## src/rtl/alu_sequencer.sv

```systemverilog
// alu_sequencer: issues one op at a time to the ALU, holds operands while the ALU is busy, and buffers the result for writeback
//   I_clk, I_reset_n                   clock, asynchronous active-low reset
//   I_valid/O_ready, I_aluop, I_src1,
//   I_src2, I_tag, I_kill              op intake from decode, plus pipeline flush
//   O_alu_en/op/s1/s2                  ALU drive, held stable from accept to completion
//   I_alu_busy/data/lt/ltu/eq          ALU status and result
//   O_valid/I_ready, O_data, O_tag,
//   O_lt, O_ltu, O_eq                  result handshake to writeback
//   O_stall_cnt, O_timeout             saturating busy-cycle count, sticky long-wait flag
module alu_sequencer #(
  parameter int TAG_W    = 5,
  parameter int MAX_WAIT = 48
) (
  input  logic             I_clk,
  input  logic             I_reset_n,
  input  logic             I_valid,
  output logic             O_ready,
  input  logic [4:0]       I_aluop,
  input  logic [31:0]      I_src1,
  input  logic [31:0]      I_src2,
  input  logic [TAG_W-1:0] I_tag,
  input  logic             I_kill,
  output logic             O_alu_en,
  output logic [4:0]       O_alu_op,
  output logic [31:0]      O_alu_s1,
  output logic [31:0]      O_alu_s2,
  input  logic             I_alu_busy,
  input  logic [31:0]      I_alu_data,
  input  logic             I_alu_lt,
  input  logic             I_alu_ltu,
  input  logic             I_alu_eq,
  output logic             O_valid,
  input  logic             I_ready,
  output logic [31:0]      O_data,
  output logic [TAG_W-1:0] O_tag,
  output logic             O_lt,
  output logic             O_ltu,
  output logic             O_eq,
  output logic [15:0]      O_stall_cnt,
  output logic             O_timeout
);
  typedef enum logic [1:0] {IDLE, EXEC, WAIT, DONE} state_t;
  state_t           state, state_nx;
  logic [TAG_W-1:0] tag_h;
  logic [15:0]      wait_cnt;
  logic             drop, accept, silent, in_flight;
  assign O_alu_en  = state == EXEC;
  assign O_valid   = state == DONE;
  assign in_flight = state == EXEC || state == WAIT;
  // a kill arriving in the completion cycle itself still suppresses the result
  assign silent    = drop || I_kill;
  always_comb begin
    O_ready  = I_reset_n && !I_kill && (state == IDLE || (state == DONE && I_ready));
    accept   = I_valid && O_ready;
    state_nx = state == IDLE ? (accept ? EXEC : IDLE) :
               state == EXEC ? WAIT :
               state == WAIT ? (I_alu_busy ? WAIT : (silent ? IDLE : DONE)) :
               accept ? EXEC : ((I_ready || I_kill) ? IDLE : DONE);
  end
  always_ff @(posedge I_clk or negedge I_reset_n) begin
    if (!I_reset_n) begin
      state       <= IDLE;
      O_alu_op    <= '0;
      O_alu_s1    <= '0;
      O_alu_s2    <= '0;
      tag_h       <= '0;
      wait_cnt    <= '0;
      drop        <= 1'b0;
      O_data      <= '0;
      O_tag       <= '0;
      O_lt        <= 1'b0;
      O_ltu       <= 1'b0;
      O_eq        <= 1'b0;
      O_stall_cnt <= '0;
      O_timeout   <= 1'b0;
    end else begin
      state <= state_nx;
      drop  <= state_nx == IDLE ? 1'b0 : drop || (I_kill && in_flight);
      if (accept) begin
        O_alu_op <= I_aluop;
        O_alu_s1 <= I_src1;
        O_alu_s2 <= I_src2;
        tag_h    <= I_tag;
        wait_cnt <= '0;
      end
      if (state == WAIT && I_alu_busy) begin
        if (wait_cnt != '1) wait_cnt <= wait_cnt + 16'd1;
        if (O_stall_cnt != '1) O_stall_cnt <= O_stall_cnt + 16'd1;
        if (wait_cnt >= 16'(MAX_WAIT)) O_timeout <= 1'b1;
      end
      if (state == WAIT && !I_alu_busy && !silent) begin
        O_data <= I_alu_data;
        O_tag  <= tag_h;
        O_lt   <= I_alu_lt;
        O_ltu  <= I_alu_ltu;
        O_eq   <= I_alu_eq;
      end
    end
  end
endmodule

```

## config.mk

```make
export PLATFORM = sky130hd
export DESIGN_NAME = alu_sequencer
export DESIGN_NICKNAME = d
export VERILOG_FILES = /design/src/rtl/alu_sequencer.sv
export SDC_FILE = /design/constraint.sdc
export NUM_CORES = 1
export LEC_CHECK = 0
export CORE_MARGIN = 2
export CORE_UTILIZATION = 47
export DETAILED_ROUTE_END_ITERATION = 6
export GPL_TIMING_DRIVEN = 0
export MAX_ROUTING_LAYER = met4
export PLACE_DENSITY = 0.85
export REMOVE_ABC_BUFFERS = 1
export SLEW_MARGIN = 30
export SYNTH_ARGS = -nofsm -noshare
export SYNTH_HDL_FRONTEND = slang
export SYNTH_SLANG_ARGS = --single-unit
```

## constraint.sdc

```tcl
create_clock -name I_clk -period 4.1 [get_ports I_clk]
set_input_delay 1.025 -clock I_clk [delete_from_list [all_inputs] [get_ports I_clk]]
set_output_delay 1.025 -clock I_clk [all_outputs]
set_load 0.05 [all_outputs]
```

==> impl_metrics.ini, run 1 <==
[clocking]
clock_latency_ns = 0.42
htree_num_levels = 4
cts_root_buf = clkbuf_16
clock-sinks = 150
cts_setup_buffers = 0
cts_tree = yes
post_cts_resize_count = 0
clk_pin_slew_worst_paths_ns = 0.06
cts_hold_buffers = 0
numCtsBuffers = 17
cts_buffer_depth = 2

[final_layout]
n_antenna_cell = 0
fin_util = 0.722
synthToLayoutAreaGrowth_pct = 51.9
final_cell_mix = clkdlybuf4s50_1 (242), nand2_1 (237), dfrtp_1 (150)
seqCellArea_mm2 = 0.00375
final_nets = 958
multi_input_comb_area_mm2 = 0.00232
layout-drive-gt1-share = 0.105
layout_commonest_cell = clkdlybuf4s50_1
stdcell_count = 1025
nFillCells = 868
fin_area_mm2 = 0.00945

[setup_path]
critPathMaxFanout = 5
worst_path_largest_cell_delay_ns = 0.87
arrival_ns = 2.81
critPathMostFrequentCell = clkdlybuf4s50_1
crit_path_start_kind = input pin
cp.required_ns = 3.07
slowest_stage = clkdlybuf4s50_1
criticalPathCategory = input pin to output port
path_cells = clkdlybuf4s50_1 -> nor3b_2 -> clkdlybuf4s50_1
worst_setup_path_end_kind = output port

[timing]
hold_violations = 0
finalCritPeriodShare = 0.936
rsz0062_at_grt = false
setup_viol = 0
maxSlewViolCount = 0
period_needed_ns = 3.84
slew_headroom = 0.613
finalClockSkew_ns = 0.00888
tightest_slew_ns = 0.578
fmax_ghz = 0.261

[die]
start_util = 0.476
num_rows = 42
io_pins = 244
die_area_mm2 = 0.0142
die_x_um = 119
die_y_um = 119
core_area_mm2 = 0.0131

[placement]
dp_hpwl_um = 11400
dpl_cell_area_mm2 = 0.00885
dpl.cell_count = 993
io_buffer_count = 243
place.gp.congestion = 0.897

[detailed_routing]
via_count = 5123
wire_per_inst_um = 15.5
drt_iter0_markers = 256
wl_um = 15900
drtAntennaViolNets = 0
drt-vias-per-instance = 5.00
drtPass1Iterations = 4
drc = 0

[global_routing]
grtUsageTotal = 0.238
grt_max_degree = 93
grt_pass1_vias = 5303
antenna_found_initial = 0
grt_pass1_wl_um = 26000
grt_overflow_total = 0

[yosys]
postSynthAreaPerCell_um2 = 10.5
synth-edff-count = 0
synthTopCellsByArea = dfrtp_1 (60%), nand2_1 (14%), mux2_2 (7.2%)
yosys.area.top_type_share = 0.603
yosysTopAreaCell = dfrtp_1
seq_area_frac_synth = 0.603
yosys_warnings = 0
syn-instance-count = 593
ys_seq_elements = 150
yosys_most_used_dff = dfrtp_1
synth.cell_area_mm2 = 0.00622
ys_types = 48
ys_async_sr_fraction = 1.00

[status]
status = finished, final reports clean

[run]
drv_cap = 0

[pwr]
powerDensity_mw_per_mm2 = 859
ir_worst_vdd_mv = 0.528
power.total_mw = 8.12
power_leakage_nw = 4.39

[hold_path]
hp-class = flip-flop to flip-flop
[worst max-delay path, delay by kind of cell]
family / cells / cell delay (ns)
buffers and inverters: 2 / 1.40
AND/OR/NAND/NOR: 1 / 0.38
[through the flow]
step / TNS, ns / worst slack, ns / hold WS, ns
2_1_floorplan: 0 / 0.0775 / 0.440
3_3_place_gp: -1134.20 / -5.88 / 0.441
3_5_place_dp: 0 / 0.260 / 0.448
4_1_cts: 0 / 0.257 / 0.462
5_1_grt: 0 / 0.203 / 0.476
6_report: 0 / 0.264 / 0.459
[synth_stat cells, drive strengths merged (3+ instances only)]
library cell  count
mux2             41
a31oi             6
nor2             12
dfrtp           150
clkbuf            7
buf              18
and3              9
nand2           238
inv               6
ha                7
and4              3
nor3              5
nand4            10
o21ai             5
nand3            20
a21oi             7
a211o             4
xnor2            15
[where the power goes]
part	total, mW	leakage, nW	internal [mW]	switching, mW
clock network	1.58	0.290	0.972	0.604
logic	4.11	2.19	1.39	2.72
registers	2.43	1.91	2.07	0.361
total	8.12	4.39	4.44	3.68
[logic make-up after synthesis]
| kind of cell | synth area share |
|---|---|
| compound gates | 0.0402 |
| xor+xnor | 0.0239 |
| fa+ha+maj | 0.0141 |
| buf+inv | 0.0267 |
| flops | 0.603 |
| mux | 0.0742 |
| simple gates | 0.218 |
[routing by layer]
metal	part of all wire	wire length [um]	GRT usage	vias up
li1	-	-	-	2434
met1	0.41	6580	0.287	2443
met2	0.49	7780	0.382	215
met3	0.068	1080	0.0570	31
met4	0.030	476	0.105	0
met5	0	0	-	-
[worst paths after layout]
check | cells past startpoint | slack [ns] | start | to
setup / recovery | 3 | 0.26 | I_kill | O_ready
hold / removal | 1 | 0.46 | O_timeout | O_timeout
min in group asynchronous | 1 | 0.52 | I_reset_n | O_data[16]
max in group asynchronous | 2 | 2.79 | I_reset_n | O_alu_s1[23]
hold reg to reg | 1 | 0.46 | O_timeout | O_timeout
setup reg to reg | 7 | 1.52 | state[0] | O_data[20]
[registers in the layout, indices dropped and copies added, names as in the netlist]
| signal | count |
|---|---|
| O_eq | 1 |
| O_lt | 1 |
| wait_cnt | 16 |
| O_data | 32 |
| O_ltu | 1 |
| O_alu_op | 5 |
| drop | 1 |
| state | 2 |
| O_tag | 5 |
| O_alu_s1 | 32 |
| tag_h | 5 |
| O_alu_s2 | 32 |
| O_timeout | 1 |
| O_stall_cnt | 16 |
[area by class of cell]
type	instances	area share
tap	176	0.0233
clock inverter	12	0.0160
sequential	150	0.397
clock buffer	20	0.0473
timing repair buffer	249	0.268
multi-input combinational	412	0.246
inverter	6	0.00238
Note: power is estimated with default switching activity, not from simulation.
==> inputs of run 2 (changes only) <==
PLACE_DENSITY = 0.87   (was 0.85)
==> impl_metrics.ini, run 2 (synthesized netlist as in run 1, its figures left out) <==
[detailed_routing]
drt-vias-per-instance = 4.96
drtPass1Iterations = 4
via_count = 5092
drtAntennaViolNets = 0
wl_um = 15900
drt_iter0_markers = 280
wire_per_inst_um = 15.5
drc = 0

[global_routing]
grt_pass1_wl_um = 26000
grtUsageTotal = 0.241
grt_pass1_vias = 5247
grt_max_degree = 78
antenna_found_initial = 0
grt_overflow_total = 0

[hold_path]
min_delay_path_depth = 1
min_from = O_timeout
hp-class = flip-flop to flip-flop
min_to = O_timeout

[setup_path]
r2r-end = wait_cnt[2]
rr_startpoint = state[1]
worst_setup_path_end_kind = output port
critPathMostFrequentCell = clkdlybuf4s50_1
cp.required_ns = 3.07
path_cells = clkdlybuf4s50_1 -> nor3b_2 -> clkdlybuf4s50_1
crit_path_start_kind = input pin
slowest_stage = clkdlybuf4s50_1
criticalPathCategory = input pin to output port
critPathMaxFanout = 5
arrival_ns = 2.79
rrSetupSlack_ns = 1.67
worst_path_largest_cell_delay_ns = 0.87
rr_worst_depth = 8

[die]
io_pins = 244
die_x_um = 119
core_area_mm2 = 0.0131
die_area_mm2 = 0.0142
die_y_um = 119
start_util = 0.476
num_rows = 42

[timing]
tightest_slew_ns = 0.586
whs_ns = 0.462
setup_viol = 0
finalCritPeriodShare = 0.930
slew_headroom = 0.609
hold_violations = 0
setup_slack_ns = 0.287
maxSlewViolCount = 0
rsz0062_at_grt = false
fmax_ghz = 0.262
period_needed_ns = 3.81
finalClockSkew_ns = 0.00582

[clocking]
clock_latency_ns = 0.42
clock-sinks = 150
cts_tree = yes
cts_hold_buffers = 0
numCtsBuffers = 17
cts_buffer_depth = 2
clk_pin_slew_worst_paths_ns = 0.06
cts_setup_buffers = 0
post_cts_resize_count = 0
cts_root_buf = clkbuf_16
htree_num_levels = 4

[placement]
io_buffer_count = 243
place.gp.congestion = 0.849
pre_cts_ws_ns = 0.274
dpl.cell_count = 994
dp_hpwl_um = 11100

[run]
drv_cap = 0

[status]
status = finished, final reports clean

[final_layout]
reg.largest.list = O_alu_s1 x32, O_alu_s2 x32, O_data x32
final_nets = 959
layout-drive-gt1-share = 0.106
nFillCells = 899
final_cell_mix = clkdlybuf4s50_1 (242), nand2_1 (237), dfrtp_1 (150)
stdcell_count = 1026
layout_commonest_cell = clkdlybuf4s50_1
seqCellArea_mm2 = 0.00375
n_antenna_cell = 0
synthToLayoutAreaGrowth_pct = 52.5
multi_input_comb_area_mm2 = 0.00232

[pwr]
power_leakage_nw = 4.41
ir_worst_vdd_mv = 0.597
powerDensity_mw_per_mm2 = 867
-- run 2: changes by cell type in the layout (fill, tap and decap cells not counted) --
cell       change
buf_16         -1
buf_12         +1
clkbuf_8       -1
buf_6          +1
bufinv_16      +2
inv_6          +1
clkinv_4       -2
-- run 2: worst max-delay path by stage --
stage,end,from,slack (ns),cells past startpoint
floorplan,drop,I_alu_busy,0.08,5
global placement,wait_cnt[6],I_reset_n,-6.24,5
detailed placement,O_ready,I_reset_n,0.27,3
CTS,O_ready,I_reset_n,0.26,3
global route,O_ready,I_reset_n,0.17,3
finish,O_ready,I_kill,0.29,3
-- run 2: layout make-up --
| type | instances | share of cell area |
|---|---|---|
| Multi-Input combinational cell | 412 | 0.245 |
| Inverter | 6 | 0.00237 |
| Clock buffer | 19 | 0.0456 |
| Clock inverter | 13 | 0.0214 |
| Sequential cell | 150 | 0.395 |
| Timing Repair Buffer | 250 | 0.267 |
| Tap cell | 176 | 0.0232 |
-- run 2: report_power, final --
group	internal, mW	switching, mW	total, mW
combinational	1.39	2.74	4.13
clock	1.08	0.616	1.70
sequential	2.07	0.341	2.41
total	4.54	3.69	8.24
-- run 2: layer usage --
metal,global-route usage,vias up,part of all wire
met1,0.283,2417,0.41
met2,0.386,191,0.49
met5,-,-,0
met4,0.102,0,0.029
met3,0.0738,36,0.067
li1,-,2448,-
-- run 2: worst max-delay path, delay by kind of cell --
kind,cells,cell delay [ns]
buffers and inverters,2,1.39
and+or+nand+nor,1,0.37
-- run 2: stage by stage --
step	utilization	TNS (ns)	total power, mW	cell area [um2]
2_1_floorplan	-	0	5.02	6080
3_3_place_gp	0.667	-1225.57	6.46	8730
3_5_place_dp	0.677	0	6.56	8860
4_1_cts	0.725	0	8.30	9490
5_1_grt	0.725	0	8.61	9490
6_report	0.725	0	8.24	9490
==> inputs of run 3 (changes only) <==
CORE_UTILIZATION = 40   (was 47)
PLACE_DENSITY = 0.79   (was 0.87)
clock period = 3.3 ns   (was 4.1 ns; I/O delays follow)
==> impl_metrics.ini, run 3 (synthesized netlist as in run 1, its figures left out) <==
[detailed_routing]
drtPass1Iterations = 4
drt_iter0_markers = 301
wl_um = 15500
wire_per_inst_um = 14.9
drtAntennaViolNets = 0
via_count = 5062
drc = 0
drt-vias-per-instance = 4.88

[final_layout]
reg.largest.list = O_alu_s1 x32, O_alu_s2 x32, O_data x32
final_cell_mix = clkdlybuf4s50_1 (241), nand2_1 (237), dfrtp_1 (150)
final_nets = 959
layout-drive-gt1-share = 0.107
fin_util = 0.626
layout_commonest_cell = clkdlybuf4s50_1
nFillCells = 1233
synthToLayoutAreaGrowth_pct = 52.9

[die]
die_y_um = 129
start_util = 0.409
die_area_mm2 = 0.0166
die_x_um = 129
num_rows = 45
core_area_mm2 = 0.0152
io_pins = 244

[setup_path]
rr_startpoint = state[0]
worst_setup_path_end_kind = output port
arrival_ns = 2.37
criticalPathCategory = input pin to output port
crit_path_start_kind = input pin
cp_num_buf_inv = 2
critPathMaxFanout = 5
critPathLaunch = I_kill
cp.required_ns = 2.47
cp_top_family = buffers and inverters
worst_path_largest_cell_delay_ns = 0.59
slowest_stage = dlygate4sd2_1
path_cells = clkdlybuf4s50_1 -> nor3b_2 -> dlygate4sd2_1

[global_routing]
grt_pass1_vias = 5028
grtUsageTotal = 0.197
grt_pass1_wl_um = 24700
grt_overflow_total = 0
grt_max_degree = 81
antenna_found_initial = 1

[clocking]
cts_root_buf = clkbuf_16
cts_tree = yes
clk_pin_slew_worst_paths_ns = 0.06
clock-sinks = 150
numCtsBuffers = 17
cts_hold_buffers = 0
cts_buffer_depth = 2
clock_latency_ns = 0.41
htree_num_levels = 4

[pwr]
ir_worst_vdd_mv = 0.756
power_leakage_nw = 4.41
powerDensity_mw_per_mm2 = 1070

[timing]
rsz0062_at_grt = false
hold_violations = 0
period_needed_ns = 3.20
setup-tns-final_ns = 0
slew_headroom = 0.626
tightest_slew_ns = 0.560
finalCritPeriodShare = 0.969
setup_viol = 0
finalClockSkew_ns = 0.00645
fmax_ghz = 0.313
maxSlewViolCount = 0

[hold_path]
hp-class = input pin to async pin

[run]
drv_cap = 0

[placement]
place.gp.congestion = 0.818
dp_hpwl_um = 11000
io_buffer_count = 243

[status]
status = finished, final reports clean
run 3: cell count changes in the layout (fill, tap and decap cells not counted), sizes merged:
| cell | before | now |
|---|---|---|
| clkdlybuf4s50 | 242 | 241 |
| inv | 8 | 6 |
| diode | 0 | 1 |
| clkbuf | 19 | 20 |
| clkinvlp | 2 | 3 |
| dlygate4sd2 | 0 | 1 |
| bufinv | 5 | 4 |
run 3: final cells by class:
class | instances | area, um2 | share of cell area
antenna | 1 | 2.50 | 0.000263
sequential | 150 | 3750 | 0.394
tap | 188 | 235 | 0.0247
clock inverter | 11 | 174 | 0.0183
timing repair buffer | 250 | 2540 | 0.267
multi-input combinational | 412 | 2320 | 0.244
inverter | 6 | 22.5 | 0.00237
clock buffer | 20 | 467 | 0.0490
run 3: per-layer routing:
layer  wire (um)  track usage  up-vias
met5           0            -        -
met4         208       0.0671        0
met3        1320       0.0607       21
met2        7160        0.303      216
met1        6790        0.249     2377
li1            -            -     2448
run 3: path summary, 6_finish.rpt:
kind                                endpoint  slack, ns  depth (start not counted)
worst max-delay path                 O_ready       0.10                          3
max in group asynchronous       O_alu_s1[22]       2.14                          2
min in group I_clk                 O_timeout       0.45                          1
worst max register to register     O_data[7]       1.01                          7
worst min register to register     O_timeout       0.45                          1
worst min-delay path               O_data[4]       0.37                          1
run 3: timing repair:
item	4_1_cts	5_1_grt
hold endpoints to repair	0	0
endpoints found under the setup margin	1	0
buffers inserted	0	0
resized for setup	1	0
run 3: through the flow:
stage                     power (mW)  hold WS (ns)  std cells  area [um2]  worst slack, ns
after floorplan                 6.24         0.440        568        6080           -0.560
after global placement          8.04         0.444        999        8750            -7.14
after detailed placement        8.13         0.445       1006        8880           -0.216
after CTS                       10.3         0.386       1037        9520           0.0905
after global routing            10.6         0.403       1038        9520           0.0434
final                           10.2         0.370       1038        9520            0.103
run 3: report_power, final:
part / leakage, nW / total (mW) / switching, mW / internal, mW
logic: 2.19 / 5.09 / 3.36 / 1.73
registers: 1.91 / 2.99 / 0.413 / 2.57
clock network: 0.304 / 2.08 / 0.754 / 1.32
